===== config.mk =====
export PLATFORM = sky130hd
export DESIGN_NAME = weight_stream_feeder_flat
export DESIGN_NICKNAME = d
export VERILOG_FILES = /design/src/rtl/weight_stream_pkg.sv /design/src/rtl/weight_stream_feeder_if.sv /design/src/rtl/weight_vector_fifo.sv /design/src/rtl/weight_stream_feeder.sv /design/src/flat_wrapper.sv
export SDC_FILE = /design/constraint.sdc
export NUM_CORES = 1
export LEC_CHECK = 0
export CAP_MARGIN = 25
export CORE_MARGIN = 3
export CORE_UTILIZATION = 55
export DETAILED_ROUTE_END_ITERATION = 10
export DONT_BUFFER_PORTS = 1
export PLACE_DENSITY_LB_ADDON = 0.08
export SYNTH_ARGS = -nofsm -noshare
export SYNTH_HDL_FRONTEND = slang
export SYNTH_SLANG_ARGS = --single-unit

===== constraint.sdc =====
create_clock -name clk -period 8.2 [get_ports clk]
set_input_delay 0.41 -clock clk [delete_from_list [all_inputs] [get_ports clk]]
set_output_delay 0.41 -clock clk [all_outputs]
set_load 0.005 [all_outputs]

===== src/rtl/weight_stream_pkg.sv =====
// Shared types and width helpers for the weight stream feeder.
// Holds the FSM state encoding and the index/pointer width derivation.
package weight_stream_pkg;

  typedef enum logic [1:0] {
    ST_LEAD   = 2'd0,
    ST_IDLE   = 2'd1,
    ST_STREAM = 2'd2
  } state_t;

  // Never narrower than one bit, so a two-entry range still gets a real counter.
  function automatic int idx_bits(input int n);
    return (n <= 2) ? 1 : $clog2(n);
  endfunction

  localparam int DEF_WEIGHT_AMOUNT = 4;
  localparam int DEF_FIFO_DEPTH    = 4;
  localparam int DEF_IDX_W         = idx_bits(DEF_WEIGHT_AMOUNT);
  localparam int DEF_PTR_W         = idx_bits(DEF_FIFO_DEPTH);

endpackage


===== src/rtl/weight_stream_feeder_if.sv =====
// Vector input handshake and cell-chain head bus of the weight stream feeder.
// The master side offers vectors and observes the stream; the slave side is the feeder.
interface weight_stream_feeder_if #(
  parameter int DATA_WIDTH    = 8,
  parameter int RESULT_WIDTH  = 16,
  parameter int WEIGHT_AMOUNT = 4
);
  logic [DATA_WIDTH*WEIGHT_AMOUNT-1:0] in_data;
  logic                                in_valid;
  logic                                in_ready;
  logic [DATA_WIDTH-1:0]               out_index;
  logic [DATA_WIDTH-1:0]               out_value;
  logic [RESULT_WIDTH:0]               out_result;
  logic                                out_enable;

  modport master (
    output in_data, in_valid,
    input  in_ready, out_index, out_value, out_result, out_enable
  );

  modport slave (
    input  in_data, in_valid,
    output in_ready, out_index, out_value, out_result, out_enable
  );
endinterface


===== src/rtl/weight_vector_fifo.sv =====
// Whole-vector synchronous FIFO; head data is valid the cycle after a push into an empty queue.
// No internal backpressure: the caller must not push when full nor pop when empty.
module weight_vector_fifo
  import weight_stream_pkg::*;
#(
  parameter int WIDTH = 32,
  parameter int DEPTH = 4,
  localparam int PTR_W = idx_bits(DEPTH),
  localparam int CNT_W = PTR_W + 1
) (
  input  logic             clk,
  input  logic             rst,
  input  logic             flush,
  input  logic             push,
  input  logic [WIDTH-1:0] push_data,
  input  logic             pop,
  output logic [WIDTH-1:0] head_data,
  output logic [CNT_W-1:0] count
);

  logic [WIDTH-1:0] mem [DEPTH];
  logic [PTR_W-1:0] wr_ptr;
  logic [PTR_W-1:0] rd_ptr;

  assign head_data = mem[rd_ptr];

  always_ff @(posedge clk) begin
    if (push && !rst && !flush) begin
      mem[wr_ptr] <= push_data;
    end
  end

  // DEPTH is a power of two, so the pointers wrap on natural overflow.
  always_ff @(posedge clk) begin
    if (rst || flush) begin
      wr_ptr <= '0;
      rd_ptr <= '0;
      count  <= '0;
    end else begin
      if (push) wr_ptr <= wr_ptr + 1'b1;
      if (pop)  rd_ptr <= rd_ptr + 1'b1;
      case ({push, pop})
        2'b10:   count <= count + 1'b1;
        2'b01:   count <= count - 1'b1;
        default: count <= count;
      endcase
    end
  end

endmodule


===== src/rtl/weight_stream_feeder.sv =====
// Serialises buffered vectors into the (index, value, enable) cell stream; index 0 one cycle after accept.
// in_ready drops while the FIFO is full, in reset or in flush; consecutive vectors stream without bubbles.
module weight_stream_feeder
  import weight_stream_pkg::*;
#(
  parameter int DATA_WIDTH    = 8,
  parameter int RESULT_WIDTH  = 16,
  parameter int WEIGHT_AMOUNT = 4,
  parameter int FIFO_DEPTH    = 4,
  parameter int COUNT_WIDTH   = 16
) (
  input  logic                   clk,
  input  logic                   rst,
  input  logic                   flush,
  weight_stream_feeder_if.slave  bus,
  output logic                   busy,
  output logic [COUNT_WIDTH-1:0] sent_count
);

  localparam int VEC_W = DATA_WIDTH * WEIGHT_AMOUNT;
  localparam int IDX_W = idx_bits(WEIGHT_AMOUNT);
  localparam int CNT_W = idx_bits(FIFO_DEPTH) + 1;
  localparam logic [IDX_W-1:0] LAST_IDX  = IDX_W'(WEIGHT_AMOUNT - 1);
  localparam logic [CNT_W-1:0] FULL_CNT  = CNT_W'(FIFO_DEPTH);

  state_t                  state_q, state_n;
  logic [IDX_W-1:0]        idx_q;
  logic [IDX_W-1:0]        idx_nxt;
  logic [VEC_W-1:0]        work_q;
  logic [VEC_W-1:0]        head_data;
  logic [CNT_W-1:0]        fifo_count;
  logic                    ready;
  logic                    push;
  logic                    avail;
  logic                    launch;
  logic                    advance;
  logic [DATA_WIDTH-1:0]   index_q;
  logic [DATA_WIDTH-1:0]   value_q;
  logic                    enable_q;

  assign ready   = !rst && !flush && (fifo_count < FULL_CNT);
  assign push    = bus.in_valid && ready;
  // A flush in the same cycle wipes the queued vector, so it must not be launched.
  assign avail   = (fifo_count != '0) && !flush;
  assign idx_nxt = idx_q + 1'b1;

  weight_vector_fifo #(
    .WIDTH (VEC_W),
    .DEPTH (FIFO_DEPTH)
  ) u_fifo (
    .clk       (clk),
    .rst       (rst),
    .flush     (flush),
    .push      (push),
    .push_data (bus.in_data),
    .pop       (launch),
    .head_data (head_data),
    .count     (fifo_count)
  );

  always_comb begin
    state_n = state_q;
    launch  = 1'b0;
    advance = 1'b0;
    case (state_q)
      ST_LEAD: begin
        state_n = ST_IDLE;
      end
      ST_IDLE: begin
        if (avail) begin
          launch  = 1'b1;
          state_n = ST_STREAM;
        end
      end
      ST_STREAM: begin
        if (idx_q != LAST_IDX) begin
          advance = 1'b1;
        end else if (avail) begin
          launch = 1'b1;
        end else begin
          state_n = ST_IDLE;
        end
      end
      default: begin
        state_n = ST_LEAD;
      end
    endcase
  end

  always_ff @(posedge clk) begin
    if (rst) begin
      state_q    <= ST_LEAD;
      idx_q      <= '0;
      work_q     <= '0;
      index_q    <= '0;
      value_q    <= '0;
      enable_q   <= 1'b0;
      sent_count <= '0;
    end else begin
      state_q <= state_n;
      if (launch) begin
        work_q   <= head_data;
        idx_q    <= '0;
        index_q  <= '0;
        value_q  <= head_data[DATA_WIDTH-1:0];
        enable_q <= 1'b1;
      end else if (advance) begin
        idx_q    <= idx_nxt;
        index_q  <= DATA_WIDTH'(idx_nxt);
        value_q  <= work_q[idx_nxt*DATA_WIDTH +: DATA_WIDTH];
        enable_q <= 1'b1;
        if (idx_nxt == LAST_IDX) sent_count <= sent_count + 1'b1;
      end else begin
        index_q  <= '0;
        value_q  <= '0;
        enable_q <= 1'b0;
      end
    end
  end

  assign bus.in_ready   = ready;
  assign bus.out_index  = index_q;
  assign bus.out_value  = value_q;
  assign bus.out_enable = enable_q;
  assign bus.out_result = {(RESULT_WIDTH + 1){1'b0}};
  assign busy           = (fifo_count != '0) || (state_q == ST_STREAM);

endmodule


===== src/flat_wrapper.sv =====
// flat-port wrapper written by rule: the top's interface ports become plain ports
module weight_stream_feeder_flat import weight_stream_pkg::*;
#(
  parameter int DATA_WIDTH    = 8,
  parameter int RESULT_WIDTH  = 16,
  parameter int WEIGHT_AMOUNT = 4,
  parameter int FIFO_DEPTH    = 4,
  parameter int COUNT_WIDTH   = 16
)
  (clk, rst, flush, busy, sent_count, bus_in_data, bus_in_valid, bus_in_ready, bus_out_index, bus_out_value, bus_out_result, bus_out_enable);
  weight_stream_feeder_if #(.DATA_WIDTH(DATA_WIDTH), .RESULT_WIDTH(RESULT_WIDTH), .WEIGHT_AMOUNT(WEIGHT_AMOUNT)) bus_i ();
  input  logic clk;
  input  logic rst;
  input  logic flush;
  output logic busy;
  output logic [COUNT_WIDTH-1:0] sent_count;
  input wire logic [$bits(bus_i.in_data)-1:0] bus_in_data;
  input wire logic [$bits(bus_i.in_valid)-1:0] bus_in_valid;
  output wire logic [$bits(bus_i.in_ready)-1:0] bus_in_ready;
  output wire logic [$bits(bus_i.out_index)-1:0] bus_out_index;
  output wire logic [$bits(bus_i.out_value)-1:0] bus_out_value;
  output wire logic [$bits(bus_i.out_result)-1:0] bus_out_result;
  output wire logic [$bits(bus_i.out_enable)-1:0] bus_out_enable;
  assign bus_i.in_data = bus_in_data;
  assign bus_i.in_valid = bus_in_valid;
  assign bus_in_ready = bus_i.in_ready;
  assign bus_out_index = bus_i.out_index;
  assign bus_out_value = bus_i.out_value;
  assign bus_out_result = bus_i.out_result;
  assign bus_out_enable = bus_i.out_enable;
  weight_stream_feeder #(.DATA_WIDTH(DATA_WIDTH), .RESULT_WIDTH(RESULT_WIDTH), .WEIGHT_AMOUNT(WEIGHT_AMOUNT), .FIFO_DEPTH(FIFO_DEPTH), .COUNT_WIDTH(COUNT_WIDTH)) u_core (.clk(clk), .rst(rst), .flush(flush), .bus(bus_i), .busy(busy), .sent_count(sent_count));
endmodule

Word-level counts from Yosys, hierarchy flattened
Memory sizes are Yosys's and may differ from the RTL's. A register that Yosys moved wholly into a read port is not among the register bits.
Index checks and enable logic that the tools add are counted.
{"block": "word_totals", "ramBits": 128, "latch_bits": 0, "romBits": 0, "regBits": 76, "output_inout_bits": 52, "in_bits": 36, "memories": 1, "word_cells": 66}
{"name": "u_core.u_fifo.mem", "words": 4, "width": 32, "rd": 1, "rd_ports_with_merged_regs": 1, "wr": 1, "line_no": "weight_vector_fifo.sv:21", "text": "logic [WIDTH-1:0] mem [DEPTH];"}
{"block": "classes", "magnitude_cmp": 1, "mul": 0, "reduce_logical": 17, "eq_ne": 9, "n_addsub": 6, "n_bitwise": 2, "shifts": 1, "div_mod_pow": 0, "muxes": 18}
{"op": "$shiftx A32 B6 Y8", "count": 1}
{"op": "$add A16 B1 Y16 const B", "count": 1}
{"op": "$mux W8", "count": 2}
{"op": "$mux W2", "count": 5}
{"op": "$mux W1", "count": 8}
{"op": "$add A2 B1 Y2 const B", "count": 3}
{"op": "$eq A2 B2 Y1 const B", "count": 3}
{"op": "$logic_and A1 B1 Y1", "count": 6}
{"op": "$ne A2 B2 Y1 const B", "count": 3}
{"op": "$pmux W2 S3", "count": 1}
{"op": "$pmux W3 S2", "count": 1}
{"op": "$reduce_and A3 Y1", "count": 2}
{"op": "$eq A2 B1 Y1 const B", "count": 2}
{"op": "$add A3 B1 Y3 const B", "count": 1}
{"op": "$lt A3 B3 Y1 const B", "count": 1}
{"op": "$reduce_bool A3 Y1", "count": 1}
{"op": "$reduce_or A3 Y1", "count": 1}
{"op": "$sub A3 B1 Y3 const B", "count": 1}
{"op": "$logic_not A1 Y1", "count": 2}
{"op": "$logic_not A2 Y1", "count": 1}
{"op": "$logic_or A1 B1 Y1", "count": 2}
{"op": "$ne A2 B1 Y1 const B", "count": 1}
{"op": "$not A1 Y1", "count": 2}
{"op": "$pmux W1 S2", "count": 1}
{"op": "2 further kinds", "count": 2}

Longest topological paths before layout
Gate-level depths: netlist of run 1.
{"block": "logic_depth", "depth_word": 8, "mapped_depth": 12, "mapped_depth_nobuf": 11}

Hierarchy
A second synthesis of run 1 with hierarchy kept.
{"block": "unflattened", "cells_unflattened": 548, "hier_area_um2": 7965.1}
{"mod": "weight_vector_fifo", "cells_each": 214, "area_each_um2": 5091.1, "n_inst": 1, "seq_area_each_um2": 4023.9}
{"mod": "weight_stream_feeder", "cells_each": 334, "area_each_um2": 2874.0, "n_inst": 1, "seq_area_each_um2": 1261.2}

Worst setup path after synthesis of run 1
OpenSTA, ideal clock, no wires.
{"block": "synth_path", "kind": "register to register", "from": "register u_core.state_q[0]", "to": "register u_core.u_fifo.count[2]", "period_less_slack_ps": 2746, "slack_ps": 5454, "required_ps": 8129, "stages_incl_launch_ff": 13, "path_buffers": 1, "arrival_ps": 2675, "setup_ps": 71, "path_cell_list": "dfxtp_1 -> inv_1 -> ha_1 -> nor2b_1 -> nand3_1 -> inv_2 -> clkbuf_1 -> ha_1 -> inv_1 -> fa_1 -> xor2_1 -> or3_1 -> a21oi_1"}
{"block": "synth_via", "elab_chain_len": 4, "word_cells_on_any_way": 7, "cone_classes": "eq/ne: 4; mux: 2; reduce/logical: 1"}
{"element": "start: declaration", "line_no": "weight_stream_feeder.sv:26", "text": "state_t state_q, state_n;"}
{"element": "start signal: assignment", "line_no": "weight_stream_feeder.sv:100", "text": "state_q <= state_n;"}
{"element": "$eq A2 B2 Y1 or $eq A2 B1 Y1 (tied branches)", "line_no": "weight_stream_feeder.sv:65", "text": "case (state_q)"}
{"element": "$pmux W1 S2 *", "line_no": "weight_stream_feeder.sv:65"}
{"element": "named net u_core.launch", "line_no": "weight_stream_feeder.sv:35", "text": "logic launch;"}
{"element": "$eq A2 B1 Y1 or $eq A2 B2 Y1 (tied branches)", "line_no": "weight_vector_fifo.sv:42", "text": "case ({push, pop})"}
{"element": "$pmux W3 S2 or $reduce_bool A2 Y1 (tied branches)"}
{"element": "end signal: assignment", "line_no": "weight_vector_fifo.sv:43", "text": "2'b10: count <= count + 1'b1;"}
{"element": "end signal: assignment", "line_no": "weight_vector_fifo.sv:44", "text": "2'b01: count <= count - 1'b1;"}
{"element": "end signal: assignment", "line_no": "weight_vector_fifo.sv:45", "text": "default: count <= count;"}
{"element": "end: declaration", "line_no": "weight_vector_fifo.sv:18", "text": "output logic [CNT_W-1:0] count"}
Mark *: on every way through the listed nets, which the timed path passes. The rest lies on a longest branch.
A chain may end at the register's enable or synchronous reset.

Worst setup path in the final report of run 1
{"block": "layout_path", "from": "register u_core.idx_q[0]", "to": "register u_core.u_fifo.count[2]"}
{"block": "layout_via", "elab_chain_len": 5, "word_cells_on_any_way": 7, "cone_classes": "eq/ne: 3; mux: 3; reduce/logical: 1"}
{"element": "start: declaration", "line_no": "weight_stream_feeder.sv:27", "text": "logic [IDX_W-1:0] idx_q;"}
{"element": "start signal: assignment", "line_no": "weight_stream_feeder.sv:108", "text": "idx_q <= idx_nxt;"}
{"element": "$ne A2 B2 Y1 *", "line_no": "weight_stream_feeder.sv:76", "text": "if (idx_q != LAST_IDX) begin"}
{"element": "$mux W1 *", "line_no": "weight_stream_feeder.sv:76"}
{"element": "$pmux W1 S2 *", "line_no": "weight_stream_feeder.sv:65"}
{"element": "$eq A2 B1 Y1 or $eq A2 B2 Y1 (tied branches)", "line_no": "weight_vector_fifo.sv:42"}
{"element": "$pmux W3 S2 or $reduce_bool A2 Y1 (tied branches)"}
Every way passes the cells marked *; elsewhere a longest branch is shown, timed or not.

==> impl_summary.log, run 1 <==
INFO  metric cts.sink_count = 200
INFO  metric timing.final.ws_setup = 4.83 ns
INFO  metric yosysTopAreaCell = sky130_fd_sc_hd__edfxtp_1
INFO  metric cell_count_after_synthesis = 553
INFO  metric clock-root-buffer = sky130_fd_sc_hd__clkbuf_16
INFO  metric width_of_the_die = 126 µm
INFO  metric cts.path.max_buffers = 2
INFO  metric report.final.setup_viol = 0
INFO  metric post_synthesis_instance_area = 7950 µm²
INFO  metric rows = 43
INFO  metric critPathBufInv = 3
INFO  metric core = 14000 µm²
INFO  metric tritoncts.num_buffers = 17
INFO  metric yosys.area_share.adder = 0.0230
INFO  metric synthTopCellsByCount = sky130_fd_sc_hd__edfxtp_1, sky130_fd_sc_hd__nand2_1, sky130_fd_sc_hd__dfxtp_1
INFO  metric yosys.cell_count.top_type = sky130_fd_sc_hd__edfxtp_1
INFO  metric fmax = 297 MHz
INFO  metric leakagePower = 0.00276 µW
INFO  metric hold_buffers = 0
INFO  metric finalHoldViolations = 0
INFO  metric power_switching_share = 0.192
INFO  metric slew-limit-headroom = 0.393
INFO  metric syn2layout_area_growth = 9.04%
INFO  metric grt_util_all_layers = 0.183
INFO  metric initial_core_utilization = 0.568
INFO  metric holdCritPathClass = in2reg
INFO  metric rsz0062_at_grt = false
INFO  metric post_synthesis_mean_instance_area = 14.4 µm²
INFO  metric ys_async_sr_fraction = 0
INFO  metric drt-wirelength-per-cell = 18.8 µm
INFO  metric fin_worst_skew = 0.00804 ns
INFO  metric synth-xor-area-share = 0.00882
INFO  metric cpMaxStageDelayCell = sky130_fd_sc_hd__dfxtp_1
INFO  metric element_type_at_the_critical_path_end = flop
INFO  metric synth_simple_gate_area_share = 0.0864
INFO  metric ir_drop = 166 µV
INFO  metric switching_power = 405 µW
INFO  metric count_of_input_and_output_buffers = 0
INFO  metric detail_route.drc_violations = 0
INFO  metric hp-start = rst
INFO  metric power.share.combinational = 0.050
INFO  metric multiInputGateArea = 2400 µm²
INFO  metric worstMarginPinSlew = 0.910 ns
INFO  metric wp_data_required = 8.56 ns
INFO  metric final_layout_size_suffix_gt1_frac = 0.145
INFO  metric power-per-cell-area = 243 nW/µm²
INFO  metric count_of_flip_flops_with_a_built_in_enable_after_synthesis = 128
INFO  metric buffer_count_from_post_cts_setup_fixing = 0
INFO  metric finish.net_count = 601
INFO  metric synth.area.mux_share = 0.118
INFO  metric ctsHtreeMaxLevel = 4
INFO  metric critical_path.most_common_cell = sky130_fd_sc_hd__ha_1
INFO  metric synth_top_cell_area_share = 0.484
INFO  metric run_status = finished clean
INFO  metric seq_area_frac_synth = 0.665
INFO  metric synth_top_flop_cell = sky130_fd_sc_hd__edfxtp_1
INFO  metric grt_pass1_vias = 4324
INFO  metric r2r-start = u_core.idx_q[0]$_SDFFE_PP0P_
INFO  metric postCtsResizedCells = 0
INFO  metric timing.setup.critical_path_class = reg2reg
INFO  metric post-route-period-util = 0.411
INFO  metric fin_crit = 3.37 ns
INFO  metric vias = 4239
INFO  metric largest_family_of_logic_cells_by_synthesized_area = multiplexers
INFO  metric tritoncts_clock_tree = yes
INFO  metric slew_violations = 0
INFO  metric reg2reg_to = u_core.u_fifo.count[2]$_SDFFE_PP0P_
INFO  metric synth-seq-cells = 200
INFO  metric place_inst = 712
INFO  metric grt_first_pass_wirelength = 22.4 mm
INFO  metric total_negative_setup_slack = 0 ns
INFO  metric clock_slew_seen_by_the_registers_of_the_worst_setup_and_hold_paths = 0.07 ns
INFO  metric critical-path-max-stage-delay = 0.67 ns
INFO  metric die_height = 126 µm
INFO  metric diodes = 0
INFO  metric layout_utilization = 0.619
INFO  metric power_report.internal_total = 1700 µW
INFO  metric grt_antenna_before_repair = 0
INFO  metric yosys.cell_types.count = 46
INFO  metric drt_iter0_drc = 261
INFO  metric drt-total-wl = 14.0 mm
INFO  metric via_per_inst = 5.70
INFO  metric fillerInstances = 1083
INFO  metric maxCapViolations = 0
INFO  metric drtPass1Iterations = 4
INFO  metric global_route_congestion_overflow_total = 0
INFO  metric worstSkewPairLatency = 0.42 ns
INFO  metric compound_gate_fraction_of_synth_area = 0.0550
INFO  metric rrSetupSlack = 4.83 ns
INFO  metric clock_power_share = 0.428
INFO  metric die_area = 15900 µm²
INFO  metric layout.area.seq = 5290 µm²
INFO  metric worstRegToRegCells = 11
INFO  metric preCtsSetupSlack = 4.85 ns
INFO  metric holdPathEnd = u_core.state_q[0]$_SDFFE_PP0P_
INFO  metric io-pin-count = 88
INFO  metric hpwl = 8.71 mm
INFO  metric gp_routability_congestion = 0.799
INFO  metric synth_area_leaders = sky130_fd_sc_hd__edfxtp_1, sky130_fd_sc_hd__dfxtp_1, sky130_fd_sc_hd__mux4_2
INFO  metric final_cells = 744
INFO  metric timing.critical_path.fanout_max = 36
INFO  metric critical_path_cell_by_cell = ha_1 > a21o_1 > nand3_1 > buf_4 > inv_2 > ha_1 > inv_1 > fa_1 > xor2_1 > or3_1 > a21oi_1
INFO  metric detail-route-antenna-nets = 0
INFO  metric cp_data_arrival_time = 3.72 ns
INFO  metric count_of_cells_along_the_worst_hold_path = 1
INFO  metric worst_path_dominant_cell_family = adder cells
INFO  metric grt_max_degree = 68
INFO  metric ys.warnings.count = 0
INFO  metric critical_path.startpoint_type = flop
INFO  metric pwr-share-seq = 0.522
[worst reg2reg max path: stages, from the launching register on]
cell and delay, ns:
sky130_fd_sc_hd__dfxtp_1 0.67, sky130_fd_sc_hd__ha_1 0.34, sky130_fd_sc_hd__a21o_1 0.13, sky130_fd_sc_hd__nand3_1 0.06, sky130_fd_sc_hd__buf_4 0.25, sky130_fd_sc_hd__inv_2 0.51
sky130_fd_sc_hd__ha_1 0.30, sky130_fd_sc_hd__inv_1 0.07, sky130_fd_sc_hd__fa_1 0.38, sky130_fd_sc_hd__xor2_1 0.16, sky130_fd_sc_hd__or3_1 0.31, sky130_fd_sc_hd__a21oi_1 0.14
[power groups by stage]
stage          registers (µW)  logic [µW]  clock network (µW)
2_1_floorplan            1110         103                   0
6_report                 1100         106                 901
3_3_place_gp             1120         103                   0
3_5_place_dp             1120         106                   0
4_1_cts                  1100         106                 921
5_1_grt                  1100         119                 961
[flip-flops by register name, indices dropped and copies added, names as in the netlist, named ones only]
name                   flops
u_core.u_fifo.mem        128
u_core.u_fifo.count        3
u_core.idx_q               2
u_core.sent_count         16
u_core.bus.out_enable      1
u_core.bus.out_value       8
u_core.u_fifo.rd_ptr       2
u_core.u_fifo.wr_ptr       2
u_core.work_q             32
u_core.state_q             2
u_core.bus.out_index       2
[worst max path at each step]
stage	cells past startpoint	endpoint	start	slack [ns]
6_report	11	u_core.u_fifo.count[2]$_SDFFE_PP0P_	u_core.idx_q[0]$_SDFFE_PP0P_	4.83
5_1_grt	11	u_core.u_fifo.count[2]$_SDFFE_PP0P_	u_core.idx_q[0]$_SDFFE_PP0P_	4.55
4_1_cts	11	u_core.u_fifo.count[2]$_SDFFE_PP0P_	u_core.idx_q[0]$_SDFFE_PP0P_	4.83
3_5_place_dp	11	u_core.u_fifo.count[2]$_SDFFE_PP0P_	u_core.idx_q[0]$_SDFFE_PP0P_	4.85
3_3_place_gp	11	u_core.u_fifo.count[2]$_SDFFE_PP0P_	u_core.idx_q[0]$_SDFFE_PP0P_	4.99
2_1_floorplan	12	u_core.u_fifo.count[2]$_SDFFE_PP0P_	u_core.state_q[0]$_SDFFE_PP0P_	5.45
[placed cells by master (no fill, tap or decap), drive strengths merged, types with 13 or more instances in the layout]
cell    netlist  routed
a21oi        56      56
clkbuf       20      21
conb          1      23
dfxtp        72      72
edfxtp      128     128
ha           13      13
inv          16      16
mux4         40      40
nand2        79      79
nor2         16      16
[per-layer routing]
metal	vias up	share of wire	global-route usage
met5	-	0	0
met4	0	0.017	0.0650
met3	16	0.051	0.0556
met2	105	0.52	0.306
met1	2126	0.41	0.229
li1	1992	-	-
[layout make-up]
| type | instances | share of cell area |
|---|---|---|
| Tap cell | 180 | 0.0260 |
| Clock inverter | 11 | 0.0234 |
| Timing Repair Buffer | 7 | 0.00606 |
| Multi-Input combinational cell | 309 | 0.277 |
| Inverter | 16 | 0.00693 |
| Sequential cell | 200 | 0.610 |
| Clock buffer | 21 | 0.0508 |
[kinds of logic (layout without fill, tap and decap cells)]
family,Yosys count,count (layout)
DFF,200,200
and+or+nand+nor,143,143
AOI/OAI and AO/OA,78,78
buffers and inverters,66,55
muxes,43,43
adders and majority gates,14,14
xor gates and xnor gates,8,8
other,1,23
[metrics by stage]
| stage | instance area, µm² | hold slack (ns) | power (µW) |
|---|---|---|---|
| after floorplan | 8030 | 0.433 | 1220 |
| after global placement | 8020 | 0.434 | 1220 |
| after detailed placement | 8020 | 0.440 | 1230 |
| after CTS | 8660 | 0.0409 | 2130 |
| after global routing | 8660 | 0.0335 | 2180 |
| final | 8660 | 0.0554 | 2110 |
(Power assumes the default switching activity.)
==> run 2, diff against run 1 <==
Clock period 8.2 ns to 3.1 ns, I/O delays scaled along.
==> impl_summary.log, run 2 (synthesis gave the netlist of run 1 again) <==
INFO  metric run_status = finished clean
INFO  metric cp_data_arrival_time = 2.74 ns (-0.98 ns)
INFO  metric rsz0062_at_grt = false
INFO  metric vias = 4395 (+3.7%)
INFO  metric mostFrequentLayoutCell = sky130_fd_sc_hd__edfxtp_1
INFO  metric wl_met3 = 790 µm (+10%)
INFO  metric grt_first_pass_wirelength = 22.8 mm (+2.0%)
INFO  metric die_height = 126 µm (unchanged)
INFO  metric totalPowerFinal = 5450 µW (+160%)
INFO  metric fillerInstances = 1030 (-4.9%)
INFO  metric final_cell_mix = sky130_fd_sc_hd__edfxtp_1, sky130_fd_sc_hd__nand2_1, sky130_fd_sc_hd__dfxtp_1
INFO  metric initial_core_utilization = 0.568 (unchanged)
INFO  metric detail_route.drc_violations = 0 (unchanged)
INFO  metric global_route_congestion_overflow_total = 0 (unchanged)
INFO  metric rows = 43 (unchanged)
INFO  metric gp_routability_congestion = 0.761 (-4.7%)
INFO  metric drt_iter0_drc = 252 (-3.4%)
INFO  metric clock-root-buffer = sky130_fd_sc_hd__clkbuf_16
INFO  metric element_type_at_the_critical_path_end = flop
INFO  metric maxCapViolations = 0 (unchanged)
INFO  metric tritoncts.num_buffers = 17 (unchanged)
INFO  metric buffer_count_from_post_cts_setup_fixing = 0 (unchanged)
INFO  metric report.final.setup_viol = 0 (unchanged)
INFO  metric timing.setup.critical_path_class = reg2reg
INFO  metric grt_util_all_layers = 0.187 (+0.00388)
INFO  metric hold_buffers = 33 (+33)
INFO  metric cts.path.max_buffers = 2 (unchanged)
INFO  metric detail-route-antenna-nets = 0 (unchanged)
INFO  metric fin_area = 8980 µm² (+3.7%)
INFO  metric timing.critical_path.fanout_max = 5 (-86%)
INFO  metric drt-wirelength-per-cell = 18.3 µm (-2.6%)
INFO  metric wirelength_met1 = 5.75 mm (+0.75%)
INFO  metric fin_worst_skew = 0.00705 ns (-0.000995 ns)
INFO  metric finish.net_count = 637 (+6.0%)
INFO  metric width_of_the_die = 126 µm (unchanged)
INFO  metric postCtsResizedCells = 0 (unchanged)
INFO  metric drt-total-wl = 14.2 mm (+1.7%)
INFO  metric regMostFlops = u_core.u_fifo.mem
INFO  metric slew-limit-headroom = 0.623 (+0.229)
INFO  metric fin_crit = 2.38 ns (-0.988 ns)
INFO  metric max_reg_flops = 128 (unchanged)
INFO  metric dr_wl_met2 = 7.54 mm (+3.1%)
INFO  metric grt_antenna_before_repair = 0 (unchanged)
INFO  metric tritoncts_clock_tree = yes
INFO  metric clock_slew_seen_by_the_registers_of_the_worst_setup_and_hold_paths = 0.07 ns (about the same)
INFO  metric via_per_inst = 5.66 (-0.72%)
INFO  metric preCtsSetupSlack = 0.725 ns (-4.13 ns)
INFO  metric die_area = 15900 µm² (unchanged)
INFO  metric wp_data_required = 3.46 ns (-5.10 ns)
INFO  metric slew_violations = 0 (unchanged)
INFO  metric diodes = 0 (unchanged)
INFO  metric placed_cell_area = 8060 µm² (+0.44%)
INFO  metric dr.max_layer_used = met4
INFO  metric post-route-period-util = 0.768 (+0.357)
INFO  metric core = 14000 µm² (unchanged)
INFO  metric leakagePower = 0.00289 µW (+4.7%)
INFO  metric timing.final.ws_setup = 0.720 ns (-4.11 ns)
INFO  metric drtPass1Iterations = 5 (+1)
INFO  metric largest_registers = u_core.u_fifo.mem (128), u_core.work_q (32), u_core.sent_count (16)
INFO  metric holdCritPathClass = in2reg
INFO  metric worstSkewPairLatency = 0.43 ns (about the same)
INFO  metric final_layout_size_suffix_gt1_frac = 0.144 (-0.00134)
INFO  metric critical_path.startpoint_type = flop
INFO  metric grt_max_degree = 67 (-1.5%)
INFO  metric count_of_input_and_output_buffers = 0 (unchanged)
INFO  metric ir_drop = 473 µV (+180%)
INFO  metric io-pin-count = 88 (unchanged)
INFO  metric ctsHtreeMaxLevel = 4 (unchanged)
INFO  metric total_negative_setup_slack = 0 ns (unchanged)
INFO  metric syn2layout_area_growth = 13.1%
INFO  metric hpwl = 8.70 mm (-0.19%)
INFO  metric worstMarginPinSlew = 0.566 ns (-0.344 ns)
INFO  metric power-per-cell-area = 606 nW/µm² (+150%)
INFO  metric fmax = 420 MHz (+42%)
INFO  metric finalHoldViolations = 0 (unchanged)
INFO  metric cts.sink_count = 200 (unchanged)
INFO  metric grt_pass1_vias = 4463 (+3.2%)
-- run 2: changes by cell type in the layout (fill, tap and decap cells not counted), sizes merged --
cell,delta
dlygate4sd3,+32
buf,+4
inv,+4
bufinv,-3
clkinv,-3
clkbuf,-2
clkinvlp,+1
-- run 2: through the flow --
stage / utilization / instances / hold slack [ns]
final: 0.642 / 777 / 0.0395
after global routing: 0.642 / 777 / 0.0488
after CTS: 0.642 / 777 / 0.0296
after detailed placement: 0.576 / 715 / 0.236
after global placement: 0.576 / 715 / 0.233
after floorplan: - / 575 / 0.254
-- run 2: critical path: stages, from the launching register on --
cell	delay (ns)
sky130_fd_sc_hd__dfxtp_1	0.40
sky130_fd_sc_hd__inv_1	0.09
sky130_fd_sc_hd__ha_1	0.30
sky130_fd_sc_hd__nor2b_1	0.13
sky130_fd_sc_hd__nand3_1	0.11
sky130_fd_sc_hd__inv_2	0.08
sky130_fd_sc_hd__ha_1	0.17
sky130_fd_sc_hd__inv_1	0.06
sky130_fd_sc_hd__fa_1	0.38
sky130_fd_sc_hd__xor2_1	0.16
sky130_fd_sc_hd__or3_1	0.31
sky130_fd_sc_hd__a21oi_1	0.14
-- run 2: worst paths after layout --
check / start / endpoint / slack, ns / cells past startpoint
worst max-delay path: u_core.state_q[0]$_SDFFE_PP0P_ / u_core.u_fifo.count[2]$_SDFFE_PP0P_ / 0.72 / 11
worst min-delay path: rst / u_core.u_fifo.count[2]$_SDFFE_PP0P_ / 0.04 / 2
worst max register to register: u_core.state_q[0]$_SDFFE_PP0P_ / u_core.u_fifo.count[2]$_SDFFE_PP0P_ / 0.72 / 11
worst min register to register: u_core.work_q[3]$_SDFFE_PP0P_ / u_core.work_q[3]$_SDFFE_PP0P_ / 0.46 / 2
-- run 2: final cells by class --
cell class / instances / area, µm² / share of cell area
Timing Repair Buffer: 43 / 435 / 0.0485
Multi-Input combinational cell: 309 / 2400 / 0.267
Inverter: 16 / 60.1 / 0.00669
Tap cell: 180 / 225 / 0.0251
Clock buffer: 19 / 433 / 0.0482
Clock inverter: 10 / 146 / 0.0163
Sequential cell: 200 / 5290 / 0.588
-- run 2: metal layers --
| metal | up-vias | GRT usage |
|---|---|---|
| li1 | 2077 | - |
| met1 | 2205 | 0.223 |
| met3 | 11 | 0.0577 |
| met2 | 102 | 0.332 |
| met4 | 0 | 0.0473 |
| met5 | - | 0 |
-- run 2: power by group --
| group | total (µW) | internal, µW | switching (µW) |
|---|---|---|---|
| logic | 368 | 166 | 202 |
| clock network | 2180 | 1270 | 918 |
| registers | 2890 | 2870 | 25.1 |
